### config.mk
export PLATFORM = sky130hd
export DESIGN_NAME = divider_period_meter
export DESIGN_NICKNAME = d
export VERILOG_FILES = /design/src/rtl/divider_period_meter.sv
export SDC_FILE = /design/constraint.sdc
export NUM_CORES = 1
export LEC_CHECK = 0
export BUFFER_PORTS_ARGS = -buffer_cell sky130_fd_sc_hd__buf_2
export CAP_MARGIN = 30
export CELL_PAD_IN_SITES_DETAIL_PLACEMENT = 1
export CELL_PAD_IN_SITES_GLOBAL_PLACEMENT = 1
export CORE_MARGIN = 2
export CORE_UTILIZATION = 47
export CTS_CLUSTER_SIZE = 14
export DETAILED_ROUTE_END_ITERATION = 10
export GPL_TIMING_DRIVEN = 1
export PLACE_DENSITY_LB_ADDON = 0.1
export SYNTH_ARGS = -nofsm -noshare
export SYNTH_HDL_FRONTEND = slang
export SYNTH_SLANG_ARGS = --single-unit
### constraint.sdc
create_clock -name clock_in -period 6.1 [get_ports clock_in]
set_input_delay 1.22 -clock clock_in [delete_from_list [all_inputs] [get_ports clock_in]]
set_output_delay 1.22 -clock clock_in [all_outputs]
set_load 0.01 [all_outputs]
### src/rtl/divider_period_meter.sv
// Measures period and high time of a divided clock sampled as data in the clock_in domain,
// with stall detection and a single-entry valid/ready output register.
module divider_period_meter #(
    parameter int CNT_W       = 28,
    parameter int TIMEOUT_CYC = 1000
) (
    input  logic             clock_in,
    input  logic             rst,
    input  logic             enable,
    input  logic             div_clk,
    output logic [CNT_W-1:0] period_data,
    output logic [CNT_W-1:0] high_data,
    output logic             period_valid,
    input  logic             period_ready,
    output logic             timeout,
    output logic             overflow_err
);

    typedef enum logic [1:0] {IDLE, ARM, MEASURE, STALL} state_t;

    localparam logic [CNT_W-1:0] CNT_MAX = '1;
    localparam logic [CNT_W-1:0] CNT_ONE = CNT_W'(1);
    localparam logic [CNT_W-1:0] TO_LAST = CNT_W'(TIMEOUT_CYC - 1);

    state_t           state;
    logic             s1_p0, s2_p1, s3_p2;
    logic [CNT_W-1:0] per_cnt, hi_cnt;
    logic             rise;
    logic             capture;

    function automatic logic [CNT_W-1:0] sat_inc(input logic [CNT_W-1:0] v);
        return (v == CNT_MAX) ? v : v + CNT_ONE;
    endfunction

    assign rise    = s2_p1 & ~s3_p2;
    assign capture = enable && (state == MEASURE) && rise;

    // Synchronizer, edge detect and measurement FSM
    always_ff @(posedge clock_in) begin
        if (rst) begin
            s1_p0   <= 1'b0;
            s2_p1   <= 1'b0;
            s3_p2   <= 1'b0;
            state   <= IDLE;
            per_cnt <= '0;
            hi_cnt  <= '0;
            timeout <= 1'b0;
        end else begin
            s1_p0 <= div_clk;
            s2_p1 <= s1_p0;
            s3_p2 <= s2_p1;
            if (!enable) begin
                state   <= IDLE;
                per_cnt <= '0;
                hi_cnt  <= '0;
                timeout <= 1'b0;
            end else begin
                case (state)
                    IDLE: begin
                        per_cnt <= '0;
                        hi_cnt  <= '0;
                        state   <= ARM;
                    end
                    ARM: begin
                        if (rise) begin
                            per_cnt <= CNT_ONE;
                            hi_cnt  <= CNT_ONE;
                            state   <= MEASURE;
                        end
                    end
                    MEASURE: begin
                        if (rise) begin
                            per_cnt <= CNT_ONE;
                            hi_cnt  <= CNT_ONE;
                        end else begin
                            per_cnt <= sat_inc(per_cnt);
                            if (s2_p1)
                                hi_cnt <= sat_inc(hi_cnt);
                            // Timeout raises on the edge where per_cnt becomes TIMEOUT_CYC
                            if (per_cnt >= TO_LAST) begin
                                state   <= STALL;
                                timeout <= 1'b1;
                            end
                        end
                    end
                    STALL: begin
                        if (rise) begin
                            per_cnt <= CNT_ONE;
                            hi_cnt  <= CNT_ONE;
                            timeout <= 1'b0;
                            state   <= MEASURE;
                        end
                    end
                    default: state <= IDLE;
                endcase
            end
        end
    end

    // Output register and handshake; a capture while full is dropped and flagged
    always_ff @(posedge clock_in) begin
        if (rst) begin
            period_data  <= '0;
            high_data    <= '0;
            period_valid <= 1'b0;
            overflow_err <= 1'b0;
        end else begin
            if (capture) begin
                if (!period_valid || period_ready) begin
                    period_data  <= per_cnt;
                    high_data    <= hi_cnt;
                    period_valid <= 1'b1;
                end else begin
                    overflow_err <= 1'b1;
                end
            end else if (period_valid && period_ready) begin
                period_valid <= 1'b0;
            end
        end
    end

endmodule

==> metrics.csv <==
metric,value,unit
layout_commonest_cell,nand2_1,
ant_nets,0,
finalHoldViolCount,0,
io_buffers,63,
ys_ff_latch,120,
antenna_found_initial,0,
fin_hold_ws,0.450,ns
async_flop_share,0,%
die_h,111,um
rsz0062_at_grt,false,
dieArea,12300,um^2
netlist_instances,658,
finalPower,1.84,mW
cts_buffers,17,
drcViolationCount,0,
cts_tree,built,
min_path_type,reg2reg,
final_layout_size_suffix_gt1_share,17.4,%
seq_area,2400,um^2
fill_cells,1381,
syn_avg_cell_area,8.18,um^2
cts_hold_buf,0,
synth_nets,665,
grt_max_degree,63,
cts-htree-levels,4,
clock-sinks,120,
fin_util,56.5,%
finalNetCount,708,
dp_slack,2.50,ns
power_density,289,nW/um^2
synth-edff-count,0,
ys_types,60,
start_kind,input pin,
path_max_fanout,19,
path_class,in2reg,
dp_hpwl,10000,um
dp.cells,825,
crit_chain,buf_2 -> nand2b_1 -> or3_1 -> buf_4 -> or4_1 -> nand2_1,
yosysTopAreaCell,dfxtp_1,
cp_num_buf_inv,2,
syn_to_final_growth,18.3,%
grt_overflow,0,
cts_setup_buffers,0,
clkTransAtPathRegs,0.05,ns
netlist_area,5380,um^2
arrival,3.56,ns
fmax,313,MHz
place_congestion,0.805,
multi_input_area,2750,um^2
ir_drop,0.222,mV
layout_common_cells,"nand2_1 (151), dfxtp_1 (120), a21oi_1 (92)",
synth_area_leaders,"dfxtp_1 (45%), nand2_1 (11%), a21oi_1 (8.6%)",
cpPeakStageDelay,0.77,ns
cp.required,6.46,ns
yosysWarnings,0,
avgViaCountPerCell,5.84,
insertion_delay,0.41,ns
maxCapViolCount,0,
clockBufferDepth,2,
layout_setup_ws,2.90,ns
synthFlopType,dfxtp_1,
grt_pass1_wl,25500,um
diodes,0,
setup_viol,0,
grt_pass1_vias,4972,
cts-root-buf,clkbuf_16,
cp-end-kind,register,
design.portCount,64,
status,completed,
yosysTopAreaCellShare,44.6,%
track_usage,25.6,%
fin_area,6370,um^2
tns,0,ns
cts_repair_resize_count,0,
die_w,111,um
core,11300,um^2
finClkSkew,0.00535,ns
start_util,47.8,%
wl,15100,um
layoutNonFillerInstCount,857,
drt_iter0_drc,229,
p_leak,2.19,nW
maxSlewHeadroom,40.3,%
vias,5006,
dr.pass1.iters,5,
critPathSlowestCell,or3_1,
fin_crit,3.20,ns
finalMaxSlewViolations,0,
placementRows,39,
ys_seq_area_share,44.6,%
tightestPinTransition,0.896,ns
period_share,52.4,%
placed_area,5760,um^2
drt-wirelength-per-cell,17.6,um
cp_top_family,simple AND/OR/NAND/NOR gates,
cells in the mapped netlist (3+ instances only):
library cell,count
nand4_1,14
xnor2_1,4
buf_2,12
a21oi_1,92
o211ai_1,3
nand2b_1,7
buf_1,4
nor2b_1,7
o21ai_0,18
a311oi_1,5
a2111oi_2,3
clkbuf_1,25
nand3_1,26
nor4_1,6
a31oi_1,8
nor3_1,8
inv_1,6
nand4_2,3
mux2i_1,3
and3_1,6
nor2_1,22
and4_1,11
dfxtp_1,120
buf_6,3
or4_1,15
or3_1,16
o21ai_1,3
nand2_1,152
a41oi_1,3
o31ai_1,14
metal layers:
layer / share of wire, % / wire length [um] / track usage, %
met3: 4.1 / 622 / 5.63
met1: 47 / 7130 / 34.8
met5: 0 / 0 / 0
met4: 0.97 / 147 / 9.79
met2: 48 / 7180 / 39.9
final timing paths:
kind                                       end  depth (start not counted)  slack, ns                          from
setup / recovery        hi_cnt[3]$_SDFFE_PP0P_                          6       2.90                           rst
hold / removal    period_data[11]$_SDFFE_PP0P_                          2       0.45  period_data[11]$_SDFFE_PP0P_
setup reg to reg       per_cnt[4]$_SDFFE_PP0P_                          6       3.47       per_cnt[0]$_SDFFE_PP0P_
hold reg to reg   period_data[11]$_SDFFE_PP0P_                          2       0.45  period_data[11]$_SDFFE_PP0P_
registers in the layout (all words and copies together), names as in the netlist:
register,count
high_data,28
s3_p2,1
period_valid,1
per_cnt,28
s1_p0,1
hi_cnt,28
timeout,1
period_data,28
overflow_err,1
s2_p1,1
state,2
layout make-up:
type	instances	area share [%]
inverter	6	0.354
sequential	120	37.7
timing repair buffer	70	6.31
multi-input combinational	486	43.2
clock buffer	23	7.67
tap	143	2.81
clock inverter	9	1.89
kinds of logic after synthesis:
group,share of synthesized area (%)
buffers and inverters,4.42
AND/OR/NAND/NOR,29.5
XOR/XNOR,0.814
flip-flops,44.6
multiplexers,0.558
AO/OA/AOI/OAI,19.6
adder cells (fa/ha/maj),0.465
worst register-to-register path: stages (launching register included):
cell and delay [ns]:
dfxtp_1 0.44, ha_1 0.27, nand4_2 0.17, or3_4 0.47, o31ai_4 0.80, o21ai_0 0.21, a21oi_1 0.19
where the power goes:
part	leakage [nW]	total, mW	switching (mW)	internal (mW)
clock	0.306	1.02	0.341	0.680
sequential	0.967	0.789	0.00265	0.786
combinational	0.916	0.0319	0.0250	0.00688
total	2.19	1.84	0.369	1.47
(Power assumes the default switching activity.)
